===== src/rtl/user_trap_unit_pkg.sv =====
// Shared constants for the user-mode trap unit: FSM encodings, CSR address,
// ustatus bit positions and interrupt codes.
package user_trap_unit_pkg;

    localparam logic [2:0] ST_IDLE        = 3'd0;
    localparam logic [2:0] ST_TRAP_SAVE   = 3'd1;
    localparam logic [2:0] ST_TRAP_STATUS = 3'd2;
    localparam logic [2:0] ST_TRAP_JUMP   = 3'd3;
    localparam logic [2:0] ST_RET_STATUS  = 3'd4;
    localparam logic [2:0] ST_RET_JUMP    = 3'd5;

    localparam logic [11:0] CSR_USTATUS_ADDR = 12'd0;

    localparam int unsigned UIE_BIT  = 0;
    localparam int unsigned UPIE_BIT = 4;

    localparam int unsigned IRQ_BIT_SW    = 0;
    localparam int unsigned IRQ_BIT_TIMER = 4;
    localparam int unsigned IRQ_BIT_EXT   = 8;

    localparam logic [4:0] IRQ_CODE_SW    = 5'd0;
    localparam logic [4:0] IRQ_CODE_TIMER = 5'd4;
    localparam logic [4:0] IRQ_CODE_EXT   = 5'd8;

    localparam logic [31:0] IRQ_MASK = 32'h0000_0111;

    // Trap target: vectored mode only applies to interrupts (cause bit 31).
    function automatic logic [31:0] trap_target(input logic [31:0] utvec,
                                                input logic        is_irq,
                                                input logic [4:0]  code);
        logic [31:0] base;
        base = {utvec[31:2], 2'b00};
        if (utvec[1:0] == 2'b01 && is_irq)
            return base + {25'b0, code, 2'b00};
        return base;
    endfunction

endpackage


===== src/rtl/user_trap_unit_if.sv =====
// Pipeline <-> trap unit signal bundle. master = core pipeline/CSR file side,
// slave = trap unit side.
interface user_trap_unit_if;
    logic        exc_valid;
    logic [3:0]  exc_cause;
    logic [31:0] exc_tval;
    logic [31:0] cur_pc;
    logic        uret_valid;
    logic [31:0] ustatus;
    logic [31:0] utvec;
    logic [31:0] uepc;
    logic [31:0] uie;
    logic [31:0] uip;

    logic        csr_simu_write;
    logic [31:0] csr_uepc_data;
    logic [31:0] csr_ucause_data;
    logic [31:0] csr_utval_data;
    logic        csr_write;
    logic [11:0] csr_write_address;
    logic [31:0] csr_write_data;
    logic        redirect_valid;
    logic [31:0] redirect_pc;
    logic        stall;

    modport master (
        output exc_valid, exc_cause, exc_tval, cur_pc, uret_valid,
               ustatus, utvec, uepc, uie, uip,
        input  csr_simu_write, csr_uepc_data, csr_ucause_data, csr_utval_data,
               csr_write, csr_write_address, csr_write_data,
               redirect_valid, redirect_pc, stall
    );

    modport slave (
        input  exc_valid, exc_cause, exc_tval, cur_pc, uret_valid,
               ustatus, utvec, uepc, uie, uip,
        output csr_simu_write, csr_uepc_data, csr_ucause_data, csr_utval_data,
               csr_write, csr_write_address, csr_write_data,
               redirect_valid, redirect_pc, stall
    );
endinterface


===== src/rtl/user_trap_unit_irq_prioritizer.sv =====
// Selects the highest-priority enabled, pending user interrupt
// (external > software > timer), gated by ustatus.UIE.
module irq_prioritizer
    import user_trap_unit_pkg::*;
(
    input  logic [31:0] uie,
    input  logic [31:0] uip,
    input  logic [31:0] ustatus,
    output logic        pending,
    output logic [4:0]  code
);
    logic [31:0] active;
    logic        unused_bits;

    assign active      = uie & uip & IRQ_MASK;
    assign unused_bits = ^{ustatus[31:1], active[31:9], active[7:5], active[3:1]};

    // Global enable plus fixed-priority cause encoding
    always_comb begin
        pending = ustatus[UIE_BIT] & (|active);
        code    = IRQ_CODE_SW;
        if (active[IRQ_BIT_EXT])
            code = IRQ_CODE_EXT;
        else if (active[IRQ_BIT_SW])
            code = IRQ_CODE_SW;
        else if (active[IRQ_BIT_TIMER])
            code = IRQ_CODE_TIMER;
    end
endmodule


===== src/rtl/user_trap_unit.sv =====
// User-mode trap/URET sequencer: saves trap context, updates ustatus and
// redirects the PC over a fixed multi-cycle sequence while stalling the core.
module user_trap_unit
    import user_trap_unit_pkg::*;
(
    input  logic             core_clock,
    input  logic             reset_n,
    user_trap_unit_if.slave  bus
);
    logic [2:0]  state_q, state_d;
    logic [31:0] epc_q, cause_q, tval_q;
    logic [31:0] wdata_q, redir_q;
    logic        irq_pending;
    logic [4:0]  irq_code;
    logic        in_idle;
    logic        take_trap;
    logic [31:0] trap_ustatus, ret_ustatus;
    logic [31:0] trap_pc, ret_pc;
    logic        unused_bits;

    irq_prioritizer u_irq_prioritizer (
        .uie     (bus.uie),
        .uip     (bus.uip),
        .ustatus (bus.ustatus),
        .pending (irq_pending),
        .code    (irq_code)
    );

    assign in_idle     = (state_q == ST_IDLE);
    assign take_trap   = bus.exc_valid | irq_pending;
    assign trap_pc     = trap_target(bus.utvec, cause_q[31], cause_q[4:0]);
    assign ret_pc      = {bus.uepc[31:2], 2'b00};
    assign unused_bits = ^{bus.uepc[1:0], cause_q[30:5]};

    // ustatus images written on trap entry and on URET
    always_comb begin
        trap_ustatus           = bus.ustatus;
        trap_ustatus[UPIE_BIT] = bus.ustatus[UIE_BIT];
        trap_ustatus[UIE_BIT]  = 1'b0;
        ret_ustatus            = bus.ustatus;
        ret_ustatus[UIE_BIT]   = bus.ustatus[UPIE_BIT];
        ret_ustatus[UPIE_BIT]  = 1'b1;
    end

    // Next-state logic; events are only sampled in IDLE
    always_comb begin
        state_d = state_q;
        case (state_q)
            ST_IDLE: begin
                if (take_trap)
                    state_d = ST_TRAP_SAVE;
                else if (bus.uret_valid)
                    state_d = ST_RET_STATUS;
            end
            ST_TRAP_SAVE:   state_d = ST_TRAP_STATUS;
            ST_TRAP_STATUS: state_d = ST_TRAP_JUMP;
            ST_TRAP_JUMP:   state_d = ST_IDLE;
            ST_RET_STATUS:  state_d = ST_RET_JUMP;
            ST_RET_JUMP:    state_d = ST_IDLE;
            default:        state_d = ST_IDLE;
        endcase
    end

    // State register
    always_ff @(posedge core_clock or negedge reset_n) begin
        if (!reset_n)
            state_q <= ST_IDLE;
        else
            state_q <= state_d;
    end

    // Latch trap context on acceptance; exceptions win over interrupts
    always_ff @(posedge core_clock or negedge reset_n) begin
        if (!reset_n) begin
            epc_q   <= '0;
            cause_q <= '0;
            tval_q  <= '0;
        end else if (in_idle && take_trap) begin
            epc_q <= bus.cur_pc;
            if (bus.exc_valid) begin
                cause_q <= {28'b0, bus.exc_cause};
                tval_q  <= bus.exc_tval;
            end else begin
                cause_q <= {1'b1, 26'b0, irq_code};
                tval_q  <= '0;
            end
        end
    end

    // Remember last driven CSR data / redirect target so they hold between sequences
    always_ff @(posedge core_clock or negedge reset_n) begin
        if (!reset_n) begin
            wdata_q <= '0;
            redir_q <= '0;
        end else begin
            case (state_q)
                ST_TRAP_STATUS: wdata_q <= trap_ustatus;
                ST_RET_STATUS:  wdata_q <= ret_ustatus;
                ST_TRAP_JUMP:   redir_q <= trap_pc;
                ST_RET_JUMP:    redir_q <= ret_pc;
                default: ;
            endcase
        end
    end

    // Output strobes and data; live values in the active state, held values otherwise
    always_comb begin
        bus.csr_simu_write    = (state_q == ST_TRAP_SAVE);
        bus.csr_uepc_data     = epc_q;
        bus.csr_ucause_data   = cause_q;
        bus.csr_utval_data    = tval_q;
        bus.csr_write         = (state_q == ST_TRAP_STATUS) || (state_q == ST_RET_STATUS);
        bus.csr_write_address = CSR_USTATUS_ADDR;
        bus.csr_write_data    = wdata_q;
        bus.redirect_valid    = (state_q == ST_TRAP_JUMP) || (state_q == ST_RET_JUMP);
        bus.redirect_pc       = redir_q;
        bus.stall             = !in_idle || take_trap || bus.uret_valid;
        case (state_q)
            ST_TRAP_STATUS: bus.csr_write_data = trap_ustatus;
            ST_RET_STATUS:  bus.csr_write_data = ret_ustatus;
            ST_TRAP_JUMP:   bus.redirect_pc    = trap_pc;
            ST_RET_JUMP:    bus.redirect_pc    = ret_pc;
            default: ;
        endcase
    end
endmodule

===== src/flat_wrapper.sv =====
// flat-port wrapper written by rule: the top's interface ports become plain ports
module user_trap_unit_flat import user_trap_unit_pkg::*;
  (core_clock, reset_n, bus_exc_valid, bus_exc_cause, bus_exc_tval, bus_cur_pc, bus_uret_valid, bus_ustatus, bus_utvec, bus_uepc, bus_uie, bus_uip, bus_csr_simu_write, bus_csr_uepc_data, bus_csr_ucause_data, bus_csr_utval_data, bus_csr_write, bus_csr_write_address, bus_csr_write_data, bus_redirect_valid, bus_redirect_pc, bus_stall);
  user_trap_unit_if bus_i ();
  input  logic core_clock;
  input  logic reset_n;
  input wire logic [$bits(bus_i.exc_valid)-1:0] bus_exc_valid;
  input wire logic [$bits(bus_i.exc_cause)-1:0] bus_exc_cause;
  input wire logic [$bits(bus_i.exc_tval)-1:0] bus_exc_tval;
  input wire logic [$bits(bus_i.cur_pc)-1:0] bus_cur_pc;
  input wire logic [$bits(bus_i.uret_valid)-1:0] bus_uret_valid;
  input wire logic [$bits(bus_i.ustatus)-1:0] bus_ustatus;
  input wire logic [$bits(bus_i.utvec)-1:0] bus_utvec;
  input wire logic [$bits(bus_i.uepc)-1:0] bus_uepc;
  input wire logic [$bits(bus_i.uie)-1:0] bus_uie;
  input wire logic [$bits(bus_i.uip)-1:0] bus_uip;
  output wire logic [$bits(bus_i.csr_simu_write)-1:0] bus_csr_simu_write;
  output wire logic [$bits(bus_i.csr_uepc_data)-1:0] bus_csr_uepc_data;
  output wire logic [$bits(bus_i.csr_ucause_data)-1:0] bus_csr_ucause_data;
  output wire logic [$bits(bus_i.csr_utval_data)-1:0] bus_csr_utval_data;
  output wire logic [$bits(bus_i.csr_write)-1:0] bus_csr_write;
  output wire logic [$bits(bus_i.csr_write_address)-1:0] bus_csr_write_address;
  output wire logic [$bits(bus_i.csr_write_data)-1:0] bus_csr_write_data;
  output wire logic [$bits(bus_i.redirect_valid)-1:0] bus_redirect_valid;
  output wire logic [$bits(bus_i.redirect_pc)-1:0] bus_redirect_pc;
  output wire logic [$bits(bus_i.stall)-1:0] bus_stall;
  assign bus_i.exc_valid = bus_exc_valid;
  assign bus_i.exc_cause = bus_exc_cause;
  assign bus_i.exc_tval = bus_exc_tval;
  assign bus_i.cur_pc = bus_cur_pc;
  assign bus_i.uret_valid = bus_uret_valid;
  assign bus_i.ustatus = bus_ustatus;
  assign bus_i.utvec = bus_utvec;
  assign bus_i.uepc = bus_uepc;
  assign bus_i.uie = bus_uie;
  assign bus_i.uip = bus_uip;
  assign bus_csr_simu_write = bus_i.csr_simu_write;
  assign bus_csr_uepc_data = bus_i.csr_uepc_data;
  assign bus_csr_ucause_data = bus_i.csr_ucause_data;
  assign bus_csr_utval_data = bus_i.csr_utval_data;
  assign bus_csr_write = bus_i.csr_write;
  assign bus_csr_write_address = bus_i.csr_write_address;
  assign bus_csr_write_data = bus_i.csr_write_data;
  assign bus_redirect_valid = bus_i.redirect_valid;
  assign bus_redirect_pc = bus_i.redirect_pc;
  assign bus_stall = bus_i.stall;
  user_trap_unit u_core (.core_clock(core_clock), .reset_n(reset_n), .bus(bus_i));
endmodule

===== config.mk =====
export PLATFORM = sky130hd
export DESIGN_NAME = user_trap_unit_flat
export DESIGN_NICKNAME = d
export VERILOG_FILES = /design/src/rtl/user_trap_unit_pkg.sv /design/src/rtl/user_trap_unit_if.sv /design/src/rtl/user_trap_unit_irq_prioritizer.sv /design/src/rtl/user_trap_unit.sv /design/src/flat_wrapper.sv
export SDC_FILE = /design/constraint.sdc
export NUM_CORES = 1
export LEC_CHECK = 0
export CAP_MARGIN = 20
export CORE_AREA = 2 2 160 162
export CTS_CLUSTER_SIZE = 28
export DETAILED_ROUTE_END_ITERATION = 12
export DIE_AREA = 0 0 162 164
export PLACE_DENSITY = 0.62
export SETUP_SLACK_MARGIN = 0.3
export SLEW_MARGIN = 15
export SYNTH_ARGS = -nofsm -noshare
export SYNTH_HDL_FRONTEND = slang
export SYNTH_SLANG_ARGS = --single-unit

===== constraint.sdc =====
create_clock -name core_clock -period 3.4 [get_ports core_clock]
set_input_delay 0.68 -clock core_clock [delete_from_list [all_inputs] [get_ports core_clock]]
set_output_delay 0.68 -clock core_clock [all_outputs]
set_load 0.005 [all_outputs]

==> qor.yml, run 1 <==
cts_tree: "built"
rows: 58
holdWs_ns: 0.2902
syn_area_um2: 6340
fp.dieH_um: 164
cp-start-kind: "flop"
dieWidth_um: 162
ys_async_sr_fraction: 1.000
clock_skew_ns: 0.01681
dr.first_iter.drc_count: 223
synth-edff-count: 0
core_um2: 24820
path_cells: "ha_4 > buf_4 > buf_6 > a21o_1 > a211o_4 > buf_12 > buf_6 > nand4_1 > xor2_1 > o21ai_1 > buf_4 > buf_4 > buf_4 > buf_4 > buf_4 > buf_4 > buf_4 > buf_4 > buf_4 > buf_4"
cts_buffers: 17
arrival_ns: 3.63
ir_drop_mv: 0.3995
slew-limit-headroom: 0.4999
final_nets: 1204
tightest_slew_ns: 0.7501
crit_buf_inv: 14
gp_congestion: 0.7827
cp_data_required_time_ns: 3.71
die-area_um2: 26570
yosysTopAreaCellShare: 0.5368
path_max_fanout: 4
antenna_found_initial: 1
grt.total_usage: 0.1628
ys_warn_count: 0
power.density_nw_per_um2: 877.6
crit_start: "u_core.bus.csr_ucause_data[0]$_DFFE_PN0P_"
drive_gt1_frac: 0.3279
slew_viol_final: 0
grt_max_degree: 79
leakage_nw: 5.399
drc_errors: 0
r2r_slack_ns: 0.08
yosys.area.top_type: "dfrtp_1"
finalCriticalPeriod_ns: 3.322
r2r_cells: 20
cts_hold_buf: 0
final_hold_viol_count: 0
crit_end: "u_core.redir_q[19]$_DFF_PN0_"
cp_top_family: "buffers and inverters"
fin_total_pwr_mw: 10.27
synth_area_leaders: "dfrtp_1 (54%), mux2_2 (11%), a22o_1 (4.8%)"
wl_per_cell_um: 17.37
critical_path_class: "reg2reg"
cts_sinks: 136
dr.pass1.iters: 6
ys_types: 50
final_cells: 1310
pin_count: 408
finalCritPeriodShare: 0.9769
clk-insertion-delay-late_ns: 0.42
num_vias: 5782
dp_cells: 1201
max_clock_freq_mhz: 301.1
cp_slowest_stage_delay_ns: 0.41
path_depth: 20
avgViaCountPerCell: 4.414
final_cell_area_um2: 11700
htreeDepth: 4
postRouteAntennaNets: 0
ys_seq_area_frac: 0.5368
netlist_instances: 533
start_util: 0.2554
port_buffers: 308
grt.overflow.total: 0
rsz0062_at_grt: "true"
cp_slowest_cell: "dfrtp_1"
cp_common_cell: "buf_4"
cp-end-kind: "flop"
synth-main-ff-cell: "dfrtp_1"
ys_seq_elements: 136
setup_viol: 0
clockBufferDepth: 2
cts.reportedPaths.clkPinSlew_ns: 0.07
place_area_um2: 10070
post-place-ws_ns: -0.8433
totalWireLength_um: 22760
fin_ws_ns: 0.07848
synth.avg_cell_area_um2: 11.89
grt_pass1_vias: 5949
dp_hpwl_um: 15680
cts-root-buf: "clkbuf_16"
worstReg2RegStart: "u_core.bus.csr_ucause_data[0]$_DFFE_PN0P_"
drv_cap: 0
min_path_type: "in2async"
timing.rr.end: "u_core.redir_q[19]$_DFF_PN0_"
status: "finished clean"
syn_to_final_growth_pct: 84.59
grt_pass1_wl_um: 33290
synthesized netlist by cell type, drive strengths merged, types with 14 or more instances:
library cell	instances
a22o	35
clkbuf	21
o21ai	31
buf	49
nand4	14
a22oi	25
a21oi	14
nor2	18
mux2	64
xor2	14
dfrtp	136
nand3	14
nand2	18
sequential cells by signal, summed over array words and instances, names as in the netlist:
| name | flops |
|---|---|
| u_core.bus.csr_uepc_data | 32 |
| u_core.state_q | 3 |
| u_core.redir_q | 32 |
| u_core.bus.csr_ucause_data | 5 |
| u_core.bus.csr_utval_data | 32 |
| u_core.wdata_q | 32 |
cells in the final DEF (no fill, tap or decap), types with 22 or more instances in the layout:
master,Yosys,final
dfrtp_1,136,135
dlymetal6s2s_1,0,29
conb_1,1,39
buf_4,39,95
a22oi_1,25,24
buf_6,0,39
o21ai_1,1,22
clkdlybuf4s50_1,0,229
a22o_1,35,35
mux2_2,64,64
buf_2,10,28
worst min path at each step:
stage / start / endpoint / cells after the start / slack [ns]
2_1_floorplan: reset_n / u_core.bus.csr_ucause_data[0]$_DFFE_PN0P_ / 0 / 0.38
3_3_place_gp: u_core.redir_q[1]$_DFF_PN0_ / u_core.redir_q[1]$_DFF_PN0_ / 1 / 0.47
3_5_place_dp: u_core.redir_q[0]$_DFF_PN0_ / u_core.redir_q[0]$_DFF_PN0_ / 1 / 0.48
4_1_cts: reset_n / u_core.bus.csr_uepc_data[12]$_DFFE_PN0P_ / 1 / 0.32
5_1_grt: reset_n / u_core.bus.csr_uepc_data[22]$_DFFE_PN0P_ / 1 / 0.34
6_report: reset_n / u_core.bus.csr_uepc_data[23]$_DFFE_PN0P_ / 1 / 0.29
cells by family after synthesis:
logic type,after synthesis,synth area share
adder cells (fa/ha/maj),5,0.01105
buffers and inverters,76,0.07006
AO/OA/AOI/OAI,120,0.1328
multiplexers,72,0.1263
XOR/XNOR,22,0.03039
AND/OR/NAND/NOR,101,0.09197
other,1,0.0005915
flip-flops,136,0.5368
where the power goes:
group          switching [mW]  internal (mW)
registers               0.332           2.40
clock network           0.804           1.17
logic                    2.12           3.45
total                    3.25           7.02
timing repair:
item,CTS,global route
endpoints found under the hold margin,0,0
cloned,1,2
endpoints found under the setup margin,63,62
setup buffers,50,24
pin swaps,63,53
gates resized for setup,213,83
area by class of cell:
type | count | area (um2)
clock inverter | 14 | 183.9
timing repair buffer | 447 | 4265
inverter | 6 | 22.52
tap | 330 | 412.9
sequential | 136 | 3405
fill | 2288 | 13120
multi-input combinational | 359 | 2985
antenna | 1 | 2.502
clock buffer | 17 | 425.4
routing by layer:
metal / GRT usage / part of all wire / vias to the layer above
li1: - / - / 2738
met1: 0.1975 / 0.41 / 2799
met2: 0.2787 / 0.50 / 234
met3: 0.05909 / 0.079 / 11
met4: 0.03379 / 0.0098 / 0
met5: 0 / 0 / -
per-stage QoR:
| step | utilization | TNS (ns) |
|---|---|---|
| 2_1_floorplan | - | 0 |
| 3_3_place_gp | 0.4059 | -14.70 |
| 3_5_place_dp | 0.4059 | -15.64 |
| 4_1_cts | 0.4522 | 0 |
| 5_1_grt | 0.4714 | -0.04563 |
| 6_report | 0.4715 | 0 |
worst reg2reg max path: stages (launching register included):
cell and delay (ns):
dfrtp_1 0.41, ha_4 0.18, buf_4 0.13, buf_6 0.10, a21o_1 0.19, a211o_4 0.37
buf_12 0.14, buf_6 0.12, nand4_1 0.08, xor2_1 0.19, o21ai_1 0.10, buf_4 0.14
buf_4 0.12, buf_4 0.12, buf_4 0.12, buf_4 0.12, buf_4 0.12, buf_4 0.12
buf_4 0.12, buf_4 0.12, buf_4 0.12
(Power assumes the default switching activity.)
==> run 2, diff against run 1 <==
Settings changed: CORE_AREA 2 2 160 162 to 2 2 158 160, DIE_AREA 0 0 162 164 to 0 0 160 162, PLACE_DENSITY 0.62 to 0.63.
Clock period 3.4 ns to 4.2 ns, I/O delays scaled along.
==> qor.yml, run 2 (synthesized netlist as in run 1, its figures left out) <==
drv_cap: 0  # unchanged
tns_ns: 0  # unchanged
use_met1: 0.1995  # +0.001992
avgViaCountPerCell: 4.456  # +0.95%
antenna_found_initial: 0  # -1
drive_gt1_frac: 0.2198  # -0.1081
grt_pass1_wl_um: 31740  # -4.6%
clockBufferDepth: 2  # unchanged
slew-limit-headroom: 0.5360  # +0.03608
fill_cells: 2323  # +1.5%
cts_buffers: 17  # unchanged
dieWidth_um: 160  # -1.2%
grt.overflow.total: 0  # unchanged
clk-insertion-delay-late_ns: 0.42  # about the same
grt_pass1_vias: 5512  # -7.3%
rows: 57  # -1.7%
cp_data_required_time_ns: 3.36  # -0.35 ns
fin_total_pwr_mw: 7.517  # -27%
status: "finished clean"
drc_errors: 0  # unchanged
cts.reportedPaths.clkPinSlew_ns: 0.07  # about the same
setup_viol: 0  # unchanged
num_vias: 5503  # -4.8%
syn_to_final_growth_pct: 70.83
cts-root-buf: "clkbuf_16"
slew_viol_final: 0  # unchanged
leakage_nw: 4.711  # -13%
cts_hold_buf: 0  # unchanged
tightest_slew_ns: 0.6941  # -0.05606 ns
max_clock_freq_mhz: 255.7
grt_util_met3: 0.05286  # -0.006231
arrival_ns: 3.07  # -0.56 ns
cp-start-kind: "primary input"
final_cell_mix: "clkdlybuf4s50_1 (278), dfrtp_1 (136), mux2_2 (64)"
htreeDepth: 4  # unchanged
totalWireLength_um: 21140  # -7.1%
finalCriticalPeriod_ns: 3.911
power.density_nw_per_um2: 694.0  # -21%
dp_hpwl_um: 15510  # -1.1%
port_buffers: 308  # unchanged
cts_tree: "built"
die-area_um2: 25920  # -2.4%
pin_count: 408  # unchanged
path_max_fanout: 5  # +1
cts_sinks: 136  # unchanged
fp.dieH_um: 162  # -1.2%
grt_busiest_layer: "met2"
dr.pass1.iters: 4  # -2
final_nets: 1134  # -5.8%
postRouteAntennaNets: 0  # unchanged
final_common_cell: "clkdlybuf4s50_1"
min_path_type: "in2async"
cp-end-kind: "output port"
grt_max_degree: 110  # +39%
clock_skew_ns: 0.01433  # -0.002476 ns
r2r_slack_ns: 1.95  # +1.87 ns
gp_congestion: 0.8213  # +4.9%
start_util: 0.2630  # +0.007558
critical_path_class: "in2out"
rsz0062_at_grt: "true"
grt_use_met2: 0.2629  # -0.01583
finalCritPeriodShare: 0.9311
grt.total_usage: 0.1582  # -0.004624
dr.first_iter.drc_count: 228  # +2.2%
ir_drop_mv: 0.3007  # -25%
final_hold_viol_count: 0  # unchanged
core_um2: 24110  # -2.9%
wl_per_cell_um: 17.12  # -1.5%
[run 2: cell count changes in the layout (fill, tap and decap cells not counted), sizes merged, moves of 2 or more]
cell	before	now
buf	168	74
clkbuf	19	21
clkdlybuf4s50	229	278
dlygate4sd2	18	11
dlymetal6s2s	29	9
[run 2: worst paths after layout]
path | cells after the start | endpoint | from
max | 10 | bus_redirect_pc[24] | bus_utvec[0]
max reg2reg | 9 | u_core.redir_q[30]$_DFF_PN0_ | u_core.bus.csr_ucause_data[0]$_DFFE_PN0P_
min | 1 | u_core.bus.csr_uepc_data[19]$_DFFE_PN0P_ | reset_n
max in group asynchronous | 2 | u_core.wdata_q[15]$_DFF_PN0_ | reset_n
min in group core_clock | 1 | u_core.redir_q[1]$_DFF_PN0_ | u_core.redir_q[1]$_DFF_PN0_
min reg2reg | 1 | u_core.redir_q[1]$_DFF_PN0_ | u_core.redir_q[1]$_DFF_PN0_
[run 2: critical path, cell delays in order]
cell             delay [ns]
clkdlybuf4s50_1        0.46
nand3b_1               0.21
buf_6                  0.20
nor2_1                 0.10
buf_4                  0.17
nand4_1                0.09
buf_4                  0.17
xor2_1                 0.15
o21ai_1                0.14
clkdlybuf4s50_1        0.53
[run 2: through the flow]
stage            util  hold WS, ns  setup slack (ns)  std cells  area (um2)
2_1_floorplan       -       0.4726            0.9342        571        6482
3_3_place_gp   0.4140       0.4685           -0.2509       1187        9981
3_5_place_dp   0.4140       0.4732           -0.2985       1187        9981
4_1_cts        0.4433       0.4881            0.1144       1224       10690
5_1_grt        0.4492       0.4411            0.1642       1234       10830
6_report       0.4493       0.3939            0.2894       1235       10830
[run 2: repair_timing]
action | 4_1_cts | 5_1_grt
pin swaps | 7 | 17
setup endpoints to repair | 27 | 17
resized for setup | 64 | 33
buffers inserted | 5 | 9
cloned | 0 | 0
[run 2: layout make-up]
cell class | count | area, um2 | share of cell area
sequential | 136 | 3403 | 0.3142
tap | 324 | 405.4 | 0.03743
clock inverter | 14 | 165.2 | 0.01525
multi-input combinational | 359 | 2771 | 0.2559
clock buffer | 18 | 429.2 | 0.03963
antenna | 1 | 2.502 | 0.0002311
inverter | 6 | 22.52 | 0.002079
timing repair buffer | 377 | 3631 | 0.3353
[run 2: metal layers]
| metal | vias up | part of all wire |
|---|---|---|
| met4 | 0 | 0.0086 |
| met2 | 228 | 0.49 |
| li1 | 2602 | - |
| met1 | 2663 | 0.43 |
| met3 | 10 | 0.074 |
| met5 | - | 0 |
[run 2: where the power goes]
group | internal, mW | switching, mW
clock | 0.891 | 0.635
sequential | 1.94 | 0.273
combinational | 2.29 | 1.49
